File: config.mk
export PLATFORM = sky130hd
export DESIGN_NAME = lvds_cal_ctrl_flat
export DESIGN_NICKNAME = d
export VERILOG_FILES = /design/src/rtl/lvds_cal_ctrl_if.sv /design/src/rtl/lvds_cal_ctrl.sv /design/src/flat_wrapper.sv
export SDC_FILE = /design/constraint.sdc
export NUM_CORES = 1
export LEC_CHECK = 0
export BUFFER_PORTS_ARGS = -buffer_cell sky130_fd_sc_hd__buf_4
export CORE_MARGIN = 2
export CORE_UTILIZATION = 39
export CTS_CLUSTER_DIAMETER = 50
export DETAILED_ROUTE_END_ITERATION = 12
export PLACE_DENSITY = 0.74
export SLEW_MARGIN = 20
export SYNTH_ARGS = -nofsm -noshare
export SYNTH_HDL_FRONTEND = slang
export SYNTH_SLANG_ARGS = --single-unit
File: constraint.sdc
create_clock -name i_clk -period 3.3 [get_ports i_clk]
set_clock_uncertainty 0.05 [all_clocks]
set_input_delay 0 -clock i_clk [delete_from_list [all_inputs] [get_ports i_clk]]
set_output_delay 0 -clock i_clk [all_outputs]
set_load 0.02 [all_outputs]
File: src/rtl/lvds_cal_ctrl_if.sv
// Bundle of the receiver-facing signals of the LVDS word-alignment
// calibration sequencer. The controller uses the slave modport; the
// receiver model (or the deserialiser wrapper) uses the master modport.
interface lvds_cal_ctrl_if #(
  parameter int DWIDTH = 88
);
  logic              i_rx_ready;
  logic [DWIDTH-1:0] i_rx_data;
  logic              i_recal;
  logic              o_align;
  logic              o_phy_rst;
  logic              o_cal_done;
  logic [2:0]        o_state;
  logic [5:0]        o_slip_cnt;
  logic [7:0]        o_fail_cnt;

  modport master (
    output i_rx_ready,
    output i_rx_data,
    output i_recal,
    input  o_align,
    input  o_phy_rst,
    input  o_cal_done,
    input  o_state,
    input  o_slip_cnt,
    input  o_fail_cnt
  );

  modport slave (
    input  i_rx_ready,
    input  i_rx_data,
    input  i_recal,
    output o_align,
    output o_phy_rst,
    output o_cal_done,
    output o_state,
    output o_slip_cnt,
    output o_fail_cnt
  );
endinterface

File: src/rtl/lvds_cal_ctrl.sv
// Word-alignment calibration sequencer for the 11-lane LVDS DDR receiver.
// Waits for the deserialiser ready flag, lets the link settle, compares the
// deserialised word against the training pattern and issues bit-slip pulses
// until it sees MATCH_CNT consecutive matches. Too many slips in one attempt
// trigger a PHY reset. Runs in the recovered parallel clock domain; all
// outputs come straight from flops.
module lvds_cal_ctrl #(
  parameter int                DWIDTH      = 88,
  parameter logic [DWIDTH-1:0] CAL_PATTERN = 88'h005A55FEDCBA9876543210,
  parameter int                SETTLE_CYC  = 16,
  parameter int                MATCH_CNT   = 4,
  parameter int                MAX_SLIPS   = 32,
  parameter int                RST_CYC     = 8
) (
  input  logic               i_clk,
  input  logic               i_arst_n,
  lvds_cal_ctrl_if.slave     cal
);

  typedef enum logic [2:0] {
    ST_IDLE   = 3'd0,
    ST_SETTLE = 3'd1,
    ST_CHECK  = 3'd2,
    ST_SLIP   = 3'd3,
    ST_PHYRST = 3'd4,
    ST_LOCKED = 3'd5
  } cal_state_e;

  // Counter widths sized to hold their terminal values.
  localparam int SW = (SETTLE_CYC > 1) ? $clog2(SETTLE_CYC) : 1;
  localparam int MW = $clog2(MATCH_CNT + 1);
  localparam int RW = (RST_CYC > 1) ? $clog2(RST_CYC) : 1;

  localparam logic [SW-1:0] SETTLE_LAST = SW'(SETTLE_CYC - 1);
  localparam logic [MW-1:0] MATCH_GOAL  = MW'(MATCH_CNT);
  localparam logic [RW-1:0] RST_LAST    = RW'(RST_CYC - 1);
  localparam logic [5:0]    SLIP_LIMIT  = 6'(MAX_SLIPS);

  cal_state_e    state_q,  state_d;
  logic [SW-1:0] settle_q, settle_d;
  logic [MW-1:0] match_q,  match_d;
  logic [RW-1:0] rst_cnt_q, rst_cnt_d;
  logic [5:0]    slip_q,   slip_d;
  logic [7:0]    fail_q,   fail_d;
  logic          align_q,  align_d;
  logic          phy_rst_q, phy_rst_d;
  logic          done_q,   done_d;

  logic          abort_s;
  logic          is_pattern_s;
  logic          is_idle_word_s;
  logic [MW-1:0] match_inc_s;
  logic [5:0]    slip_inc_s;

  // Ready loss outranks a recalibration request; both abandon the attempt.
  assign abort_s        = (~cal.i_rx_ready) | cal.i_recal;
  assign is_pattern_s   = (cal.i_rx_data == CAL_PATTERN);
  assign is_idle_word_s = (cal.i_rx_data == {DWIDTH{1'b0}});
  assign match_inc_s    = match_q + MW'(1);
  assign slip_inc_s     = slip_q + 6'd1;

  // Next-state and counter update logic for the calibration sequence.
  always_comb begin
    state_d   = state_q;
    settle_d  = settle_q;
    match_d   = match_q;
    rst_cnt_d = rst_cnt_q;
    slip_d    = slip_q;
    fail_d    = fail_q;

    case (state_q)
      ST_IDLE: begin
        slip_d  = 6'd0;
        match_d = {MW{1'b0}};
        if (cal.i_rx_ready) begin
          state_d  = ST_SETTLE;
          settle_d = {SW{1'b0}};
        end else begin
          state_d  = ST_IDLE;
        end
      end

      ST_SETTLE: begin
        if (abort_s) begin
          state_d = ST_IDLE;
          slip_d  = 6'd0;
          match_d = {MW{1'b0}};
        end else if (settle_q == SETTLE_LAST) begin
          state_d = ST_CHECK;
          match_d = {MW{1'b0}};
        end else begin
          settle_d = settle_q + SW'(1);
        end
      end

      ST_CHECK: begin
        if (abort_s) begin
          state_d = ST_IDLE;
          slip_d  = 6'd0;
          match_d = {MW{1'b0}};
        end else if (is_pattern_s) begin
          match_d = match_inc_s;
          if (match_inc_s == MATCH_GOAL) begin
            state_d = ST_LOCKED;
          end else begin
            state_d = ST_CHECK;
          end
        end else if (is_idle_word_s) begin
          // Link idle: restart the match run but do not slip.
          match_d = {MW{1'b0}};
        end else begin
          match_d = {MW{1'b0}};
          state_d = ST_SLIP;
        end
      end

      ST_SLIP: begin
        if (abort_s) begin
          state_d = ST_IDLE;
          slip_d  = 6'd0;
          match_d = {MW{1'b0}};
        end else if (slip_inc_s == SLIP_LIMIT) begin
          state_d   = ST_PHYRST;
          slip_d    = 6'd0;
          rst_cnt_d = {RW{1'b0}};
          fail_d    = (fail_q == 8'd255) ? fail_q : (fail_q + 8'd1);
        end else begin
          state_d  = ST_SETTLE;
          slip_d   = slip_inc_s;
          settle_d = {SW{1'b0}};
        end
      end

      ST_PHYRST: begin
        // Ready and recal are deliberately ignored until the pulse completes.
        if (rst_cnt_q == RST_LAST) begin
          state_d = ST_IDLE;
        end else begin
          rst_cnt_d = rst_cnt_q + RW'(1);
        end
      end

      ST_LOCKED: begin
        if (abort_s) begin
          state_d = ST_IDLE;
          slip_d  = 6'd0;
          match_d = {MW{1'b0}};
        end else begin
          state_d = ST_LOCKED;
        end
      end

      default: begin
        state_d = ST_IDLE;
        slip_d  = 6'd0;
        match_d = {MW{1'b0}};
      end
    endcase
  end

  // Outputs are decoded from the next state so they are valid in the
  // same cycle the state register shows the corresponding state.
  always_comb begin
    align_d   = (state_d == ST_SLIP);
    phy_rst_d = (state_d == ST_PHYRST);
    done_d    = (state_d == ST_LOCKED);
  end

  // State, counters and output flops with asynchronous clear.
  always_ff @(posedge i_clk or negedge i_arst_n) begin
    if (!i_arst_n) begin
      state_q   <= ST_IDLE;
      settle_q  <= {SW{1'b0}};
      match_q   <= {MW{1'b0}};
      rst_cnt_q <= {RW{1'b0}};
      slip_q    <= 6'd0;
      fail_q    <= 8'd0;
      align_q   <= 1'b0;
      phy_rst_q <= 1'b0;
      done_q    <= 1'b0;
    end else begin
      state_q   <= state_d;
      settle_q  <= settle_d;
      match_q   <= match_d;
      rst_cnt_q <= rst_cnt_d;
      slip_q    <= slip_d;
      fail_q    <= fail_d;
      align_q   <= align_d;
      phy_rst_q <= phy_rst_d;
      done_q    <= done_d;
    end
  end

  assign cal.o_state    = state_q;
  assign cal.o_align    = align_q;
  assign cal.o_phy_rst  = phy_rst_q;
  assign cal.o_cal_done = done_q;
  assign cal.o_slip_cnt = slip_q;
  assign cal.o_fail_cnt = fail_q;

endmodule

File: src/flat_wrapper.sv
// flat-port wrapper written by rule: the top's interface ports become plain ports
module lvds_cal_ctrl_flat 
#(
  parameter int                DWIDTH      = 88,
  parameter logic [DWIDTH-1:0] CAL_PATTERN = 88'h005A55FEDCBA9876543210,
  parameter int                SETTLE_CYC  = 16,
  parameter int                MATCH_CNT   = 4,
  parameter int                MAX_SLIPS   = 32,
  parameter int                RST_CYC     = 8
)
  (i_clk, i_arst_n, cal_i_rx_ready, cal_i_rx_data, cal_i_recal, cal_o_align, cal_o_phy_rst, cal_o_cal_done, cal_o_state, cal_o_slip_cnt, cal_o_fail_cnt);
  lvds_cal_ctrl_if #(.DWIDTH(DWIDTH)) cal_i ();
  input  logic i_clk;
  input  logic i_arst_n;
  input wire logic [$bits(cal_i.i_rx_ready)-1:0] cal_i_rx_ready;
  input wire logic [$bits(cal_i.i_rx_data)-1:0] cal_i_rx_data;
  input wire logic [$bits(cal_i.i_recal)-1:0] cal_i_recal;
  output wire logic [$bits(cal_i.o_align)-1:0] cal_o_align;
  output wire logic [$bits(cal_i.o_phy_rst)-1:0] cal_o_phy_rst;
  output wire logic [$bits(cal_i.o_cal_done)-1:0] cal_o_cal_done;
  output wire logic [$bits(cal_i.o_state)-1:0] cal_o_state;
  output wire logic [$bits(cal_i.o_slip_cnt)-1:0] cal_o_slip_cnt;
  output wire logic [$bits(cal_i.o_fail_cnt)-1:0] cal_o_fail_cnt;
  assign cal_i.i_rx_ready = cal_i_rx_ready;
  assign cal_i.i_rx_data = cal_i_rx_data;
  assign cal_i.i_recal = cal_i_recal;
  assign cal_o_align = cal_i.o_align;
  assign cal_o_phy_rst = cal_i.o_phy_rst;
  assign cal_o_cal_done = cal_i.o_cal_done;
  assign cal_o_state = cal_i.o_state;
  assign cal_o_slip_cnt = cal_i.o_slip_cnt;
  assign cal_o_fail_cnt = cal_i.o_fail_cnt;
  lvds_cal_ctrl #(.DWIDTH(DWIDTH), .CAL_PATTERN(CAL_PATTERN), .SETTLE_CYC(SETTLE_CYC), .MATCH_CNT(MATCH_CNT), .MAX_SLIPS(MAX_SLIPS), .RST_CYC(RST_CYC)) u_core (.i_clk(i_clk), .i_arst_n(i_arst_n), .cal(cal_i));
endmodule
* Yosys cells after proc, flatten, opt, wreduce, memory -nomap -nowiden
Cells that the tools add are included.
** Storage, ports and cells
- Flip-flop bits (word level) :: 30
- Input bits :: 92
** Operators by class
- Add/subtract/negate cells :: 5
- Equal/unequal tests :: 24
- Mux-type cells :: 32
- Bitwise operators :: 5
- Reduce and logical (&&, ||, !) cells :: 11
** Operators by type and width (count)
- 88-bit by 79-bit == test with 1-bit output (second input constant) :: 1
- 88-bit zero test :: 1
- 3-bit two-way mux :: 18
- 4-bit two-way mux :: 5
- 3-bit == test (second input constant) :: 6
- 6-bit two-way mux :: 3
- 3-bit one-hot mux with 6 select lines :: 1
- 6-bit one-hot mux with 3 select lines :: 1
- 2-bit inequality test (second input constant) :: 6
- 3-bit one-hot mux with 4 select lines :: 1
- 4-bit one-hot mux with 3 select lines :: 1
- 3-bit by 2-bit == test with 1-bit output (second input constant) :: 3
- 8-bit by 1-bit adder with 8-bit output (second input constant) :: 1
- 8-bit == test (second input constant) :: 1
- 4-bit AND reduction :: 2
- 3-bit by 1-bit adder with 3-bit output (second input constant) :: 2
- 6-bit by 1-bit adder with 6-bit output (second input constant) :: 1
- 6-bit == test (second input constant) :: 1
- 2-bit by 1-bit inequality test with 1-bit output (second input constant) :: 3
- 3-bit one-hot mux with 2 select lines :: 1
- 6-bit AND reduction :: 1
- 4-bit by 1-bit adder with 4-bit output (second input constant) :: 1
- 4-bit == test (second input constant) :: 1
- 1-bit inverter :: 4
- 11 further kinds :: 11

* Logic depth before layout (Yosys ltp)
Gate-level depths: netlist (run 1).
- Depth after elaboration :: 7
- Mapped depth :: 7
- Mapped depth without buffers :: 7

* Least setup slack after synthesis (run 1)
Ideal clock, no wire load.
- Path kind :: register to register
- Start point :: register u_core.state_q[2], in the netlist u_core.cal.o_state[2]
- End point :: register u_core.rst_cnt_q[1]
- Library setup time :: 0.129 ns
- Arrival time :: 2.042 ns
- Data required time :: 3.121 ns
- Slack :: 1.080 ns
- Cell stages (with the launch flop) :: 7
- Path buffers :: 1
- Clock period less this slack :: 2.220 ns
- Cell sequence :: dfrtp_1 -> buf_4 -> nand2b_4 -> or3_1 -> or4_4 -> a221oi_1 -> a21oi_1
** Between the ends
- Word-level cells in the longest chain between the ends :: 3
- Elaborated cells on any way between the ends :: 8
** Ends and longest elaborated chain
- start, declared :: line lvds_cal_ctrl.sv:39 : cal_state_e state_q, state_d;
- start signal, assigned :: line lvds_cal_ctrl.sv:182 : state_q <= state_d;
- 3-bit == test or 3-bit by 2-bit == test with 1-bit output (tied branches) :: line lvds_cal_ctrl.sv:71 : case (state_q)
- 2-bit inequality test (no line), or another cell as far along
- 4-bit AND reduction (no line)
- end signal, assigned :: line lvds_cal_ctrl.sv:175 : rst_cnt_q <= {RW{1'b0}};
- end signal, assigned :: line lvds_cal_ctrl.sv:185 : rst_cnt_q <= rst_cnt_d;
- end, declared :: line lvds_cal_ctrl.sv:42 : logic [RW-1:0] rst_cnt_q, rst_cnt_d;
Several ways; a longest one is shown, not always the timed one.
A chain may end at the register's enable or synchronous reset.

* Final worst setup path (run 1)
Ends and elaborated chain as after synthesis.

==> results.tsv, run 1 <==
stage	metric	value	unit
status	status	completed	
clock_network	cts_inserted_buffers	5	
routing	drt_iter0_drc	64	
yosys	synth_edf_count	0	
grt	grt_max_degree	31	
pwr	net-switching-power	0.1844	mW
floorplanning	io_pins	112	
critical_path	crit_start	u_core.cal.o_state[2]	
grt	grt_pass1_vias	1957	
place	gp_congestion	0.9024	
critical_path	endpoint	u_core.rst_cnt_q[1]	
critical_path	critPathMaxFanout	10	
grt	overflow	0	
critical_path	cp.buffers_inverters	0	
critical_path	r2r_end	u_core.rst_cnt_q[1]	
clock_network	numClockSinks	30	
critical_path	crit_slowest_cell	or4_4	
floorplanning	fp.dieArea	0.005295	sq mm
yosys	avgSynthCellArea	9.221	sq um
sta	clock.fmax	441.6	MHz
sta	fin_crit	2.265	ns
finish	area_growth	53.53	%
grt	grt_pass1_wl	8.866	mm
sta	rsz0062_at_grt	false	
yosys	syn_inst	200	
grt	antenna_found_initial	0	
routing	vias	2021	
floorplanning	rows	25	
finish	antenna_cells	0	
finish	finalNetCount	415	
clock_network	clk_latency	0.28	ns
sta	post-route-worst-setup-slack	1.035	ns
clock_network	path_clk_slew	0.07	ns
critical_path	r2r-start	u_core.cal.o_state[2]	
pwr	seq_power_share	46.7	%
yosys	synth_xor_area_share	5.699	%
sta	setup_viol_count_final	0	
routing	routed_via_density	5.447	
routing	drtPass1Iterations	4	
finish	layoutNonFillerInstCount	371	
clock_network	cts_tree	built	
floorplanning	die_h	72.77	um
pwr	p_clk_share	37.4	%
place	place_ws	1.067	ns
yosys	async_flop_share	100.0	%
routing	ant_nets	0	
yosys	syn-num-nets	299	
pwr	switching_share	22.86	%
critical_path	critPathKind	flip-flop to flip-flop	
sta	tightest_slew	0.7699	ns
place	place_inst	362	
yosys	yosysSeqAreaShare	40.71	%
floorplanning	start_util	39.84	%
critical_path	cpPeakStageDelay	0.57	ns
critical_path	cp-start-kind	flip-flop	
flow_run	cap_viol_max_count	0	
pwr	p_leak	1.347	nW
clock_network	cts-root-buf	clkbuf_8	
routing	drc	0	
yosys	ys_ff_latch	30	
finish	drive_gt1_share	40.06	%
grt	grt_util_all_layers	21.39	%
clock_network	post_cts_buffers	0	
sta	setup-tns-final	0	ns
yosys	synthFlopType	dfrtp_1	
critical_path	ff2ff_path_depth	5	
critical_path	crit_family	simple AND/OR/NAND/NOR gates	
floorplanning	die_w	72.77	um
critical_path	end_kind	flip-flop	
pwr	powerDensity	284.9	mW/mm^2
floorplanning	coreArea	0.004629	sq mm
grt	top_usage_layer	met2	
critical_path	rrSetupSlack	1.04	ns
clock_network	clockBufferDepth	2	
critical_path	arrival	2.37	ns
grt	met1_usage	27.32	%
grt	use_met2	36.06	%
pwr	combPwrFrac	15.9	%
sta	timing.slew.headroom	47.95	%
critical_path	worstSetupPathDepth	5	
routing	wire_per_inst	14.88	um
yosys	synth_adder_area_share	4.749	%
pwr	vdd_drop_max	0.2089	mV
sta	maxSlewViolCount	0	
pwr	power	0.8067	mW
yosys	synth_top_family_by_area	simple AND/OR/NAND/NOR gates	
sta	hold_viol	0	
critical_path	crit_chain	nand2b_4 -> or3_1 -> or4_4 -> a221oi_1 -> a21oi_1	
yosys	synthesis.yosys.warnings	0	
yosys	synth_compound_area_share	12.42	%
yosys	synth.mux.area_fraction	1.764	%
pwr	p_int	0.6223	mW
clock_network	htree_levels	2	
yosys	synth-simple-area-share	32.63	%
sta	worst_hold_slack	0.1339	ns
sta	fin_crit_sh	68.62	%
critical_path	worstPathRequired	3.40	ns
grt	use_met3	4.696	%
yosys	ys_types	45	
place	portBuffers	111	
place	hpwlAfterDp	4.598	mm
hold_path	hp-class	primary input to asynchronous set/reset pin	
yosys	netlist_area	0.001844	sq mm
routing	wirelength	5.521	mm
## final cells by class
type | instances | area, sq um
Inverter | 6 | 22.52
Clock inverter | 1 | 5.005
Fill cell | 386 | 1798
Timing Repair Buffer | 112 | 843.3
Clock buffer | 7 | 86.33
Sequential cell | 30 | 750.7
Tap cell | 54 | 67.56
Multi-Input combinational cell | 161 | 1056
## synth_stat cells (2+ instances only)
| cell | count | area, sq um |
|---|---|---|
| a21oi_1 | 7 | 35.03 |
| a221oi_1 | 3 | 26.28 |
| and3_1 | 2 | 12.51 |
| clkbuf_1 | 2 | 7.510 |
| dfrtp_1 | 30 | 750.7 |
| ha_1 | 7 | 87.58 |
| inv_1 | 6 | 22.52 |
| mux2_2 | 2 | 22.52 |
| nand2_1 | 16 | 60.06 |
| nand3_1 | 8 | 40.04 |
| nand4_1 | 21 | 131.4 |
| nor2_1 | 13 | 48.80 |
| nor2b_1 | 2 | 12.51 |
| nor3_1 | 3 | 15.01 |
| nor3b_1 | 2 | 15.01 |
| nor4_1 | 24 | 150.1 |
| o21ai_0 | 13 | 65.06 |
| or3_1 | 2 | 12.51 |
| xnor2_1 | 6 | 52.55 |
| xor2_1 | 6 | 52.55 |
## power by group through the flow
stage	clock, mW	combinational, mW	sequential [mW]
6_report	0.302	0.128	0.377
5_1_grt	0.329	0.140	0.377
4_1_cts	0.313	0.128	0.376
3_5_place_dp	0	0.127	0.383
3_3_place_gp	0	0.125	0.383
2_1_floorplan	0	0.0253	0.382
## logic make-up (layout without fill, tap and decap cells)
kind of cell               Yosys count  count (layout)
AOI/OAI and AO/OA                   35              35
xor gates and xnor gates            12              12
adders and majority gates            7               7
buffers and inverters                9             126
DFF                                 30              30
muxes                                3               3
and+or+nand+nor                    104             104
## layer usage
layer	share of wire, %	vias to the layer above
li1	-	1010
met1	43	954
met2	51	47
met3	3.3	10
met4	2.1	0
met5	0	-
## placed cells by master, fill, tap and decap left out, types with 2 or more instances in the layout
master,synthesis,routed
clkbuf_8,0,6
nor2_1,13,13
nor3_1,3,3
nor2b_1,2,2
xor2_1,6,6
xnor2_1,6,6
nor4_1,24,24
dfrtp_1,30,30
nand2_1,16,16
or3_1,2,2
ha_1,7,7
and3_1,2,2
a21oi_1,7,7
nand4_1,21,21
o21ai_0,13,13
nor3b_1,2,2
mux2_2,2,2
a221oi_1,3,3
nand3_1,8,8
inv_1,6,6
buf_4,1,111
## worst min path at each step
stage	from	end	slack, ns	cells after the start
after detailed placement	i_arst_n	u_core.cal.o_slip_cnt[1]	-0.10	1
after CTS	cal_i_recal	u_core.match_q[0]	0.14	5
after global routing	cal_i_recal	u_core.match_q[0]	0.16	5
after floorplan	i_arst_n	u_core.cal.o_align	-0.35	0
final	i_arst_n	u_core.cal.o_slip_cnt[2]	0.13	2
after global placement	i_arst_n	u_core.cal.o_slip_cnt[2]	-0.11	1
## through the flow
| step | cell area (sq um) | utilization [%] |
|---|---|---|
| after floorplan | 1844 | - |
| after global placement | 2730 | 58.97 |
| after global routing | 2831 | 61.16 |
| after CTS | 2831 | 61.16 |
| after detailed placement | 2730 | 58.97 |
| final | 2831 | 61.16 |
## sequential cells by signal (all words and copies together) (netlist names)
| signal | count |
|---|---|
| u_core.cal.o_fail_cnt | 8 |
| u_core.cal.o_slip_cnt | 6 |
| u_core.settle_q | 4 |
| u_core.cal.o_state | 3 |
| u_core.match_q | 3 |
| u_core.rst_cnt_q | 3 |
| u_core.cal.o_align | 1 |
| u_core.cal.o_cal_done | 1 |
| u_core.cal.o_phy_rst | 1 |
## repair_timing
| action | in CTS | in global routing |
|---|---|---|
| gates resized for setup | 0 | 0 |
| hold endpoints to repair | 30 | 0 |
| hold buffers | 1 | 0 |
No activity file was read; power rests on OpenSTA's default activity.
==> run 2, diff against run 1 <==
==> constraint.sdc (replaced) <==
create_clock -name i_clk -period 2.1 [get_ports i_clk]
set_clock_uncertainty 0.05 [all_clocks]
set_input_delay 0 -clock i_clk [delete_from_list [all_inputs] [get_ports i_clk]]
set_output_delay 0 -clock i_clk [all_outputs]
set_load 0.02 [all_outputs]
==> run 2 against run 1 <==
Net effect:
- die area unchanged
- design area up 2.7%
- combinational power up 64%
- total power up 57%
- cell count up 1.9%
- register-to-register slack worse by 0.97 ns
- sequential share of layout area down 0.65 points
- critical endpoint unchanged
- highest routed layer unchanged
==> results.tsv, run 2 (same netlist as run 1, synthesis figures left out) <==
stage	metric	value	unit
status	status	completed	
finish	layout_common_cells	118 x buf_4, 29 x dfrtp_1, 24 x nor4_1	
critical_path	crit_start	u_core.cal.o_state[2]	
routing	drt_iter0_drc	77	
routing	routed_via_density	5.384	
critical_path	critPathKind	flip-flop to flip-flop	
finish	layout_commonest_cell	buf_4	
place	hpwlAfterDp	4.677	mm
floorplanning	start_util	39.84	%
critical_path	crit_chain	nand2b_4 -> or3_4 -> or4_4 -> a221oi_2 -> a21oi_1	
clock_network	path_clk_slew	0.07	ns
finish	largest_reg_flops	8	
critical_path	cp-start-kind	flip-flop	
pwr	vdd_drop_max	0.3841	mV
critical_path	crit_slowest_cell	or4_4	
sta	fin_crit_sh	96.75	%
clock_network	htree_levels	2	
finish	nFillCells	411	
sta	clock.fmax	492.2	MHz
grt	grt_pass1_wl	9.080	mm
routing	wirelength	5.557	mm
sta	tightest_slew	0.8898	ns
grt	grt_max_degree	31	
pwr	combPwrFrac	16.5	%
floorplanning	rows	25	
sta	hold_viol	0	
pwr	p_clk_share	36.9	%
place	place_ws	0.005215	ns
critical_path	cpPeakStageDelay	0.59	ns
sta	rsz0062_at_grt	false	
pwr	net-switching-power	0.2872	mW
pwr	p_leak	1.382	nW
finish	antenna_cells	0	
clock_network	numClockSinks	30	
sta	timing.slew.headroom	39.90	%
routing	drtPass1Iterations	4	
floorplanning	coreArea	0.004629	sq mm
grt	grt_pass1_vias	2024	
finish	drive_gt1_share	42.90	%
routing	ant_nets	0	
pwr	seq_power_share	46.5	%
pwr	power	1.267	mW
pwr	powerDensity	435.7	mW/mm^2
place	gp_congestion	0.8986	
routing	drc	0	
clock_network	post_cts_buffers	0	
clock_network	cts_tree	built	
floorplanning	die_w	72.77	um
clock_network	cts_inserted_buffers	5	
floorplanning	fp.dieArea	0.005295	sq mm
sta	setup-tns-final	0	ns
hold_path	hp-class	primary input to asynchronous set/reset pin	
sta	maxSlewViolCount	0	
floorplanning	die_h	72.77	um
critical_path	r2r-start	u_core.cal.o_state[2]	
sta	fin_crit	2.032	ns
sta	worst_hold_slack	0.1267	ns
flow_run	cap_viol_max_count	0	
critical_path	end_kind	flip-flop	
clock_network	clk_latency	0.28	ns
critical_path	worstPathRequired	2.20	ns
place	portBuffers	111	
clock_network	cts-root-buf	clkbuf_8	
pwr	p_int	0.9798	mW
finish	area_growth	57.67	%
pwr	switching_share	22.67	%
sta	post-route-worst-setup-slack	0.06820	ns
grt	overflow	0	
grt	antenna_found_initial	0	
sta	setup_viol_count_final	0	
floorplanning	io_pins	112	
routing	wire_per_inst	14.70	um
grt	grt_util_all_layers	21.62	%
finish	fin_util	62.81	%
critical_path	arrival	2.13	ns
critical_path	critPathMaxFanout	5	
finish	finalNetCount	422	
routing	vias	2035	
clock_network	clockBufferDepth	2	
run 2: stage by stage:
step	cell area [sq um]	cells
after floorplan	1872	200
after global placement	2806	369
after detailed placement	2806	369
after CTS	2908	378
after global routing	2908	378
final	2908	378
run 2: timing repair:
item                                   in CTS  in global routing
endpoints found under the hold margin      30                  0
hold buffers                                1                  0
setup endpoints to repair                   0                  0
resized for setup                           0                  0
run 2: layer usage:
layer  global-route usage [%]  vias to the layer above  share of wire (%)
met4                    6.996                        0                2.2
met1                    27.73                      950                 44
met2                    36.67                       46                 51
met3                    4.144                       15                2.9
met5                        0                        -                  0
li1                         -                     1024                  -
run 2: worst max-delay path, delay by kind of cell, from the launching register on:
family	cells	cell delay, ns
and+or+nand+nor	3	1.11
DFF	1	0.40
AOI/OAI and AO/OA	2	0.34
run 2: final timing paths:
path                                       endpoint  slack (ns)  cells after the start
max reg2reg                     u_core.rst_cnt_q[1]        0.07                      5
min in group i_clk                u_core.match_q[0]        0.16                      5
min                        u_core.cal.o_slip_cnt[5]        0.13                      2
max                             u_core.rst_cnt_q[1]        0.07                      5
min reg2reg                u_core.cal.o_fail_cnt[4]        0.44                      1
max in group asynchronous     u_core.cal.o_state[2]        1.58                      2
run 2: layout make-up:
type | count | area [sq um] | area share [%]
inverters | 6 | 22.52 | 0.7745
repair buffers | 119 | 895.9 | 30.81
multi-input cells | 161 | 1079 | 37.09
well taps | 54 | 67.56 | 2.324
flip-flops and latches | 30 | 752.0 | 25.86
clock inverters | 1 | 5.005 | 0.1721
clock buffers | 7 | 86.33 | 2.969
run 2: power by group through the flow:
stage               clock network (mW)  registers, mW  logic, mW
floorplan                            0          0.600     0.0407
global placement                     0          0.600      0.204
detailed placement                   0          0.600      0.208
CTS                              0.480          0.589      0.210
global route                     0.508          0.589      0.230
finish                           0.468          0.589      0.210
==> run 3, diff against run 2 <==
==> constraint.sdc (replaced) <==
create_clock -name i_clk -period 2.1 [get_ports i_clk]
set_clock_uncertainty 0.05 [all_clocks]
set_input_delay 0.21 -clock i_clk [delete_from_list [all_inputs] [get_ports i_clk]]
set_output_delay 0.21 -clock i_clk [all_outputs]
set_load 0.02 [all_outputs]
==> run 3 against run 2 <==
Net effect:
- die area did not move
- combinational power barely moved
- global-route usage rose by 0.78 points
- sequential power barely moved
- sequential share of layout area fell by 0.34 points
- register-to-register slack improved by 0.03 ns
- first-iteration DRC count rose by 13%
- wire length rose by 1.8%
- largest power group unchanged
- via count fell by 0.59%
- total power rose by 0.37%
- clock-buffer cell count did not move
- cell count rose by 1.1%
==> results.tsv, run 3 (same netlist as run 1, synthesis figures left out) <==
stage	metric	value	unit
finish	nFillCells	407	
finish	largest_reg_flops	8	
clock_network	cts_tree	built	
pwr	powerDensity	431.6	mW/mm^2
status	status	completed	
critical_path	critPathKind	flip-flop to flip-flop	
critical_path	ff2ff_path_depth	5	
place	hpwlAfterDp	4.659	mm
clock_network	numClockSinks	30	
sta	rsz0062_at_grt	false	
grt	antenna_found_initial	0	
critical_path	rrSetupSlack	0.10	ns
pwr	p_clk_share	37.0	%
critical_path	arrival	2.10	ns
finish	area_growth	59.77	%
critical_path	cp-start-kind	flip-flop	
place	portBuffers	111	
clock_network	clk_latency	0.28	ns
routing	wire_per_inst	14.81	um
routing	vias	2023	
hold_path	hp-class	primary input to asynchronous set/reset pin	
critical_path	r2r-start	u_core.cal.o_state[2]	
sta	hold_viol	0	
pwr	switching_share	22.84	%
grt	grt_pass1_wl	9.384	mm
sta	fin_crit	2.000	ns
floorplanning	die_h	72.77	um
pwr	p_int	0.9813	mW
place	dpl_cell_area	0.002836	sq mm
routing	drc	0	
pwr	combPwrFrac	16.6	%
clock_network	post_cts_buffers	0	
finish	drive_gt1_share	44.21	%
pwr	vdd_drop_max	0.3425	mV
pwr	net-switching-power	0.2904	mW
pwr	seq_power_share	46.4	%
critical_path	critPathMaxFanout	4	
sta	worst_hold_slack	0.3477	ns
sta	clock.fmax	500.0	MHz
finish	finalNetCount	426	
floorplanning	fp.dieArea	0.005295	sq mm
routing	drt_iter0_drc	87	
routing	routed_via_density	5.296	
critical_path	crit_chain	nand2b_4 -> or3_4 -> or4_4 -> a221oi_2 -> a21oi_1	
place	gp_congestion	0.8897	
sta	tightest_slew	0.8310	ns
floorplanning	die_w	72.77	um
grt	grt_pass1_vias	2108	
place	place_ws	-0.1887	ns
routing	drtPass1Iterations	4	
floorplanning	rows	25	
sta	fin_crit_sh	95.23	%
critical_path	cpPeakStageDelay	0.58	ns
clock_network	cts-root-buf	clkbuf_8	
critical_path	end_kind	flip-flop	
critical_path	worstPathRequired	2.20	ns
finish	layout_common_cells	122 x buf_4, 29 x dfrtp_1, 23 x nor4_1	
sta	post-route-worst-setup-slack	0.1001	ns
finish	layout_commonest_cell	buf_4	
finish	final_cell_area	0.002947	sq mm
sta	timing.slew.headroom	43.88	%
grt	grt_util_all_layers	22.39	%
clock_network	path_clk_slew	0.07	ns
flow_run	cap_viol_max_count	0	
sta	maxSlewViolCount	0	
grt	grt_max_degree	31	
routing	wirelength	5.658	mm
grt	overflow	0	
critical_path	r2r_end	u_core.rst_cnt_q[2]	
floorplanning	start_util	39.84	%
finish	antenna_cells	0	
floorplanning	io_pins	112	
floorplanning	coreArea	0.004629	sq mm
clock_network	cts_inserted_buffers	5	
routing	ant_nets	0	
critical_path	crit_slowest_cell	or4_4	
pwr	p_leak	1.403	nW
sta	setup_viol_count_final	0	
clock_network	htree_levels	2	
pwr	power	1.272	mW
clock_network	clockBufferDepth	2	
==> run 3: critical path: cells and delay by family (launching register included) <==
family | cells | cell delay (ns)
AND/OR/NAND/NOR | 3 | 1.07
flip-flops | 1 | 0.40
AO/OA/AOI/OAI | 2 | 0.35
==> run 3: stage by stage <==
stage | instances | setup TNS [ns] | utilization [%]
after floorplan | 200 | -0.06217 | -
after global placement | 373 | -0.6119 | 61.27
after detailed placement | 373 | -0.7725 | 61.27
after CTS | 382 | 0 | 63.46
after global routing | 382 | 0 | 63.65
final | 382 | 0 | 63.65
==> run 3: how the worst max path moves through the flow <==
stage                                startpoint                   to  cells after the start
after detailed placement       cal_i_rx_data[3]  u_core.rst_cnt_q[1]                      7
after floorplan           u_core.cal.o_state[2]  u_core.rst_cnt_q[1]                      6
after CTS                      cal_i_rx_data[3]  u_core.rst_cnt_q[1]                      7
final                     u_core.cal.o_state[2]  u_core.rst_cnt_q[2]                      5
after global routing          cal_i_rx_data[38]  u_core.rst_cnt_q[1]                      7
after global placement        cal_i_rx_data[31]  u_core.rst_cnt_q[1]                      7
==> run 3: layout make-up <==
| type | count | area (sq um) | area share, % |
|---|---|---|---|
| Multi-Input combinational cell | 161 | 1087 | 36.90 |
| Timing Repair Buffer | 123 | 925.9 | 31.42 |
| Sequential cell | 30 | 752.0 | 25.52 |
| Clock buffer | 7 | 86.33 | 2.930 |
| Tap cell | 54 | 67.56 | 2.293 |
| Inverter | 6 | 22.52 | 0.7643 |
| Clock inverter | 1 | 5.005 | 0.1699 |
==> run 3: repair_timing <==
action | in CTS | in global routing
hold endpoints to repair | 30 | 0
resized for setup | 0 | 2
hold buffers | 1 | 0
endpoints found under the setup margin | 0 | 3
==> run 3: power by group through the flow <==
| stage | Combinational, mW | Clock [mW] | Sequential, mW |
|---|---|---|---|
| after floorplan | 0.0407 | 0 | 0.600 |
| after global placement | 0.204 | 0 | 0.600 |
| after detailed placement | 0.208 | 0 | 0.601 |
| after CTS | 0.210 | 0.480 | 0.590 |
| after global routing | 0.230 | 0.505 | 0.591 |
| final | 0.211 | 0.471 | 0.590 |
==> run 3: metal layers <==
layer / share of wire [%] / up-vias / wire [um] / global-route usage [%]
met5: 0 / - / 0 / 0
met4: 0.94 / 0 / 53 / 3.704
met3: 3.7 / 4 / 212 / 5.663
met2: 51 / 41 / 2891 / 38.59
met1: 44 / 945 / 2502 / 28.85
li1: - / 1033 / - / -
